### src/rtl/if_fetch_ctrl_pkg.sv
// Shared definitions for the IF fetch controller: reset constants,
// FSM state encoding, IF/ID register operations and the IF/ID payload.
package if_fetch_ctrl_pkg;

  localparam logic [31:0] RESET_PC_DEF  = 32'h0000_0000;
  localparam logic [31:0] NOP_INSTR_DEF = 32'h0000_0000;  // sll $0,$0,0

  // Fetch FSM states
  typedef enum logic [1:0] {
    S_FETCH = 2'd0,
    S_HOLD  = 2'd1,
    S_DROP  = 2'd2
  } fetch_state_e;

  // What the IF/ID register does on the next edge
  typedef enum logic [1:0] {
    IFID_HOLD   = 2'd0,
    IFID_LOAD   = 2'd1,
    IFID_BUBBLE = 2'd2
  } ifid_op_e;

  // Payload carried into ID (valid is tracked separately)
  typedef struct packed {
    logic [31:0] pc4;
    logic [31:0] instr;
  } ifid_word_t;

  // Sequential PC increment, 32-bit modulo so 0xFFFF_FFFC wraps to 0
  function automatic logic [31:0] pc_plus4(input logic [31:0] pc);
    return pc + 32'd4;
  endfunction

endpackage

### src/rtl/if_fetch_ctrl_if.sv
// Instruction-memory request/response bus between the fetch controller
// (master) and the imem/icache (slave). One outstanding request at a time.
interface if_fetch_ctrl_if;

  logic        imem_req;
  logic [31:0] imem_addr;
  logic        imem_ack;
  logic [31:0] imem_rdata;

  modport master (
    output imem_req,
    output imem_addr,
    input  imem_ack,
    input  imem_rdata
  );

  modport slave (
    input  imem_req,
    input  imem_addr,
    output imem_ack,
    output imem_rdata
  );

endinterface

### src/rtl/if_fetch_ctrl_ifid_reg.sv
// IF/ID pipeline register. The fetch FSM decides each cycle whether it
// loads a fetched word, holds (ID stalled) or takes a bubble.
module ifid_reg
  import if_fetch_ctrl_pkg::*;
#(
  parameter logic [31:0] NOP_INSTR = NOP_INSTR_DEF
) (
  input  logic        clk,
  input  logic        rst,
  input  ifid_op_e    op_i,
  input  ifid_word_t  word_i,
  output logic        valid_o,
  output logic [31:0] pc4_o,
  output logic [31:0] instr_o
);

  logic       valid_q;
  ifid_word_t word_q;

  // Load / hold / bubble update; a bubble is an invalid NOP with pc4 cleared
  always_ff @(posedge clk or posedge rst) begin
    if (rst) begin
      valid_q      <= 1'b0;
      word_q.pc4   <= 32'h0;
      word_q.instr <= NOP_INSTR;
    end else begin
      case (op_i)
        IFID_LOAD: begin
          valid_q <= 1'b1;
          word_q  <= word_i;
        end
        IFID_BUBBLE: begin
          valid_q      <= 1'b0;
          word_q.pc4   <= 32'h0;
          word_q.instr <= NOP_INSTR;
        end
        default: begin
        end
      endcase
    end
  end

  assign valid_o = valid_q;
  assign pc4_o   = word_q.pc4;
  assign instr_o = word_q.instr;

endmodule

### src/rtl/if_fetch_ctrl.sv
// IF stage sequential half: PC register, imem request handshake and the
// IF/ID register with stall/flush handling. FETCH issues the request for
// pc; HOLD parks a word that arrived while ID was stalled; DROP waits out
// a request that was in flight when a redirect arrived, keeping its
// address stable so the bus never sees a mid-transaction change.
module if_fetch_ctrl
  import if_fetch_ctrl_pkg::*;
#(
  parameter logic [31:0] RESET_PC  = RESET_PC_DEF,
  parameter logic [31:0] NOP_INSTR = NOP_INSTR_DEF
) (
  input  logic                   clk,
  input  logic                   rst,
  input  logic [31:0]            pc_next_i,
  input  logic                   stall_i,
  input  logic                   flush_i,
  output logic [31:0]            pc_o,
  if_fetch_ctrl_if.master        imem,
  output logic                   ifid_valid_o,
  output logic [31:0]            ifid_pc4_o,
  output logic [31:0]            ifid_instr_o
);

  fetch_state_e state_q;
  logic [31:0]  pc_q;
  logic [31:0]  drop_addr_q;
  ifid_word_t   buf_q;
  ifid_op_e     ifid_op_d;
  ifid_word_t   ifid_word_d;
  logic         ack;

  assign ack = imem.imem_ack;

  // Decide the IF/ID register action for this cycle; flush beats stall
  always_comb begin
    ifid_op_d         = IFID_HOLD;
    ifid_word_d.pc4   = pc_plus4(pc_q);
    ifid_word_d.instr = imem.imem_rdata;
    case (state_q)
      S_FETCH: begin
        if (flush_i)
          ifid_op_d = IFID_BUBBLE;
        else if (stall_i)
          ifid_op_d = IFID_HOLD;
        else if (ack)
          ifid_op_d = IFID_LOAD;
        else
          ifid_op_d = IFID_BUBBLE;
      end
      S_HOLD: begin
        if (flush_i) begin
          ifid_op_d = IFID_BUBBLE;
        end else if (!stall_i) begin
          ifid_op_d   = IFID_LOAD;
          ifid_word_d = buf_q;
        end
      end
      default: ifid_op_d = IFID_BUBBLE;
    endcase
  end

  // Fetch FSM: PC, hold buffer, drop address and state transitions
  always_ff @(posedge clk or posedge rst) begin
    if (rst) begin
      state_q     <= S_FETCH;
      pc_q        <= RESET_PC;
      drop_addr_q <= 32'h0;
      buf_q.pc4   <= 32'h0;
      buf_q.instr <= NOP_INSTR;
    end else begin
      case (state_q)
        S_FETCH: begin
          if (flush_i) begin
            pc_q <= pc_next_i;
            if (!ack) begin
              drop_addr_q <= pc_q;
              state_q     <= S_DROP;
            end
          end else if (ack) begin
            if (stall_i) begin
              buf_q.pc4   <= pc_plus4(pc_q);
              buf_q.instr <= imem.imem_rdata;
              state_q     <= S_HOLD;
            end else begin
              pc_q <= pc_next_i;
            end
          end
        end
        S_HOLD: begin
          if (flush_i) begin
            pc_q        <= pc_next_i;
            buf_q.pc4   <= 32'h0;
            buf_q.instr <= NOP_INSTR;
            state_q     <= S_FETCH;
          end else if (!stall_i) begin
            pc_q    <= pc_next_i;
            state_q <= S_FETCH;
          end
        end
        S_DROP: begin
          if (flush_i)
            pc_q <= pc_next_i;
          if (ack)
            state_q <= S_FETCH;
        end
        default: state_q <= S_FETCH;
      endcase
    end
  end

  // Request is idle in HOLD and forced low while reset is asserted
  assign imem.imem_req  = ~rst & (state_q != S_HOLD);
  assign imem.imem_addr = (state_q == S_DROP) ? drop_addr_q : pc_q;
  assign pc_o           = pc_q;

  ifid_reg #(
    .NOP_INSTR (NOP_INSTR)
  ) u_ifid_reg (
    .clk     (clk),
    .rst     (rst),
    .op_i    (ifid_op_d),
    .word_i  (ifid_word_d),
    .valid_o (ifid_valid_o),
    .pc4_o   (ifid_pc4_o),
    .instr_o (ifid_instr_o)
  );

endmodule

### src/flat_wrapper.sv
// flat-port wrapper written by rule: the top's interface ports become plain ports
module if_fetch_ctrl_flat import if_fetch_ctrl_pkg::*;
#(
  parameter logic [31:0] RESET_PC  = RESET_PC_DEF,
  parameter logic [31:0] NOP_INSTR = NOP_INSTR_DEF
)
  (clk, rst, pc_next_i, stall_i, flush_i, pc_o, ifid_valid_o, ifid_pc4_o, ifid_instr_o, imem_imem_req, imem_imem_addr, imem_imem_ack, imem_imem_rdata);
  if_fetch_ctrl_if imem_i ();
  input  logic clk;
  input  logic rst;
  input  logic [31:0] pc_next_i;
  input  logic stall_i;
  input  logic flush_i;
  output logic [31:0] pc_o;
  output logic ifid_valid_o;
  output logic [31:0] ifid_pc4_o;
  output logic [31:0] ifid_instr_o;
  output wire logic [$bits(imem_i.imem_req)-1:0] imem_imem_req;
  output wire logic [$bits(imem_i.imem_addr)-1:0] imem_imem_addr;
  input wire logic [$bits(imem_i.imem_ack)-1:0] imem_imem_ack;
  input wire logic [$bits(imem_i.imem_rdata)-1:0] imem_imem_rdata;
  assign imem_imem_req = imem_i.imem_req;
  assign imem_imem_addr = imem_i.imem_addr;
  assign imem_i.imem_ack = imem_imem_ack;
  assign imem_i.imem_rdata = imem_imem_rdata;
  if_fetch_ctrl #(.RESET_PC(RESET_PC), .NOP_INSTR(NOP_INSTR)) u_core (.clk(clk), .rst(rst), .pc_next_i(pc_next_i), .stall_i(stall_i), .flush_i(flush_i), .pc_o(pc_o), .imem(imem_i), .ifid_valid_o(ifid_valid_o), .ifid_pc4_o(ifid_pc4_o), .ifid_instr_o(ifid_instr_o));
endmodule
### config.mk
export PLATFORM = sky130hd
export DESIGN_NAME = if_fetch_ctrl_flat
export DESIGN_NICKNAME = d
export VERILOG_FILES = /design/src/rtl/if_fetch_ctrl_pkg.sv /design/src/rtl/if_fetch_ctrl_if.sv /design/src/rtl/if_fetch_ctrl_ifid_reg.sv /design/src/rtl/if_fetch_ctrl.sv /design/src/flat_wrapper.sv
export SDC_FILE = /design/constraint.sdc
export NUM_CORES = 1
export LEC_CHECK = 0
export ABC_AREA = 1
export CORE_UTILIZATION = 56
export CTS_CLUSTER_SIZE = 28
export DETAILED_ROUTE_END_ITERATION = 10
export HOLD_SLACK_MARGIN = 0.05
export PLACE_DENSITY = 0.88
export SLEW_MARGIN = 40
export SYNTH_ARGS = -nofsm -noshare
export SYNTH_HDL_FRONTEND = slang
export SYNTH_HIERARCHICAL = 1
export SYNTH_SLANG_ARGS = --single-unit
### constraint.sdc
create_clock -name clk -period 13.4 [get_ports clk]
set_input_delay 2.68 -clock clk [delete_from_list [all_inputs] [get_ports clk]]
set_output_delay 2.68 -clock clk [all_outputs]
set_load 0.01 [all_outputs]
==> impl_metrics.yaml <==
placement:
  post-dp-hpwl_um: 18620
  place_area_mm2: 0.01207
  pre_cts_ws_ns: 6.808
  place.gp.congestion: 0.9320
  port_buffers: 198
layout:
  fillers: 1403
  syn2layout_area_growth_pct: 25.64
  fin_util_pct: 72.66
  design_area_mm2: 0.01265
  fin_nets: 1623
  antennaDiodeCount: 0
  drive_above_1_share_pct: 5.563
floorplanning:
  coreArea_mm2: 0.01742
  die_x_um: 136.1
  dieArea_mm2: 0.01853
  start_util_pct: 57.83
  fp.dieH_um: 136.1
  rows: 48
  io_pins: 199
power_and_ir_drop:
  p_leak_nw: 6.236
  power_mw: 1.764
  ir_drop_mv: 0.1106
  powerDensity_mw_per_mm2: 139.4
worst_setup_path:
  critPathLaunchType: "primary input"
  crit_family: "buffers and inverters"
  arrival_ns: 3.90
  cp.required_ns: 10.72
  slowest_stage: "clkdlybuf4s50_1"
  cp_num_buf_inv: 2
  cp-end-kind: "output pin"
  path_cells: "clkdlybuf4s50_1 > a21oi_1 > clkdlybuf4s50_1"
  slowest_delay_ns: 0.55
  worst-setup-path-type: "in -> out"
  worst_path_most_repeated_cell: "clkdlybuf4s50_1"
  cp_max_fo: 3
sta:
  setup_tns_ns: 0
  timing.fmax_mhz: 151.9
  timing.final.crit_share_pct: 49.13
  worst_pin_slew_ns: 0.7572
  setup_ws_ns: 6.816
  max-slew-margin-rel_pct: 49.40
  slew_violations: 0
  worst_clock_skew_ns: 0.007834
  fin_crit_ns: 6.584
  setup_viol: 0
  rsz0062_at_grt: "no"
  hold_viol: 0
cts:
  cts_hold_buffers: 0
  cts_resized: 0
  cts.sinks: 195
  cts_max_level: 4
  root_buffer: "clkbuf_16"
  max-clock-path-buffers: 2
  post_cts_buffers: 0
  cts_tree: "done"
  cts_buffers: 17
  clock_latency_ns: 0.43
  clk_pin_slew_ns: 0.07
synthesis:
  async_flop_share_pct: 100.0
  syn_area_mm2: 0.01007
  synth_cell_types: 34
  synth.top_cells.by_count: "nand2_1 (637), dfrtp_1 (195), o21ai_0 (148), inv_1 (85), nor2_1 (73)"
  yosys.area.top_type: "dfrtp_1"
  synth_flop_cell: "dfrtp_1"
  syn_inst: 1398
  synth-seq-area-share_pct: 48.45
  synth_most_common_cell: "nand2_1"
  yosysWarnings: 6
  ys_ff_latch: 195
  synth_area_leaders: "dfrtp_1 (48%), nand2_1 (24%), o21ai_0 (7.4%)"
  synth_fp_nets: 1470
  avgSynthCellArea_um2: 7.205
  synth_top_area_share_pct: 48.45
  synth-edff-count: 0
route:
  drt_pass1_iterations: 7
  drtIter0Drc: 780
  drtAntennaViolNets: 0
  wirelength_um: 27660
  avgViaCountPerCell: 5.382
  route.detailed.drc: 0
  avgRoutedWirePerCell_um: 15.46
  vias: 9629
grt:
  grt_pass1_vias: 8876
  grt_antenna_before_repair: 0
  grt_pass1_wl_um: 44290
  overflow: 0
  track_usage_pct: 30.94
  grt_max_degree: 68
worst_hold_path:
  hold_class: "reg -> reg"
run_status:
  status: "completed"
run:
  cap_violations: 0
==> power breakdown <==
part	leakage, nW	switching (mW)	internal, mW	total (mW)
sequential	2.52	0.0707	0.698	0.769
combinational	3.43	0.278	0.217	0.496
clock	0.284	0.225	0.274	0.500
==> sequential cells by signal, indices dropped and copies added, names as in the netlist <==
name and count:
u_core/drop_addr_q 32, u_core/u_ifid_reg/instr_o 32, u_core/u_ifid_reg/valid_o 1, u_core/pc_o 32, u_core/state_q 2, u_core/u_ifid_reg/pc4_o 32
u_core/buf_q 64
==> placed cells by master (no fill, tap or decap), types with 3 or more instances in the layout <==
| cell | instances |
|---|---|
| nand2_1 | 635 |
| clkdlybuf4s50_1 | 197 |
| dfrtp_1 | 195 |
| o21ai_0 | 148 |
| inv_1 | 82 |
| nor2_1 | 72 |
| nand3_1 | 66 |
| a21oi_1 | 34 |
| o21ai_1 | 19 |
| or2_2 | 18 |
| clkbuf_16 | 17 |
| o211ai_1 | 8 |
| buf_4 | 7 |
| nand2_2 | 7 |
| nor2_2 | 6 |
| xor2_1 | 5 |
| inv_6 | 4 |
| inv_2 | 4 |
| nor2_4 | 4 |
| clkbuf_8 | 3 |
| clkinv_4 | 3 |
| clkbuf_1 | 3 |
| nand2_4 | 3 |
==> metrics by stage <==
stage / hold WS (ns) / cells
6_report: 0.4785 / 1789
5_1_grt: 0.4995 / 1789
4_1_cts: 0.4764 / 1789
3_5_place_dp: 0.4585 / 1757
3_3_place_gp: 0.4532 / 1757
2_1_floorplan: 0.4410 / 1398
==> final cells by class <==
class                   instances  area [um^2]  area share (%)
clock buffers                  23        478.0           3.777
repair buffers                206         2047           16.18
multi-input cells            1041         4521           35.72
clock inverters                 9        95.09          0.7514
inverters                      90        352.8           2.788
flip-flops and latches        195         4880           38.56
well taps                     225        281.5           2.225
==> final timing paths <==
path                                                to                   startpoint  cells past startpoint  slack, ns
max                                      imem_imem_req                          rst                      3       6.82
min                        u_core/u_ifid_reg/pc4_o[19]  u_core/u_ifid_reg/pc4_o[19]                      2       0.48
max reg2reg                u_core/u_ifid_reg/pc4_o[15]            u_core/state_q[0]                     10      10.74
min reg2reg                u_core/u_ifid_reg/pc4_o[19]  u_core/u_ifid_reg/pc4_o[19]                      2       0.48
max in group asynchronous              u_core/pc_o[16]                          rst                      3       9.62
min in group asynchronous             u_core/buf_q[26]                          rst                      2       2.78
==> tightest hold or removal path, cell delays in order, from the launching register on <==
cell and delay [ns]:
dfrtp_1 0.34, nand2_1 0.05, nand2_1 0.05
==> logic make-up (layout without fill, tap and decap cells) <==
| kind of cell | Yosys count | after routing | synth area share, % |
|---|---|---|---|
| compound gates | 214 | 214 | 11.04 |
| xor+xnor | 5 | 5 | 0.4348 |
| fa+ha+maj | 3 | 3 | 0.3727 |
| buf+inv | 162 | 328 | 6.981 |
| flops | 195 | 195 | 48.45 |
| mux | 2 | 2 | 0.1988 |
| simple gates | 817 | 817 | 32.52 |
==> per-layer routing <==
| layer | wire, um | global-route usage [%] |
|---|---|---|
| met1 | 12210 | 43.27 |
| met2 | 12440 | 47.57 |
| met3 | 2350 | 6.227 |
| met4 | 659 | 11.42 |
| met5 | 0 | 0 |
Power figures use the tool's default switching activity.
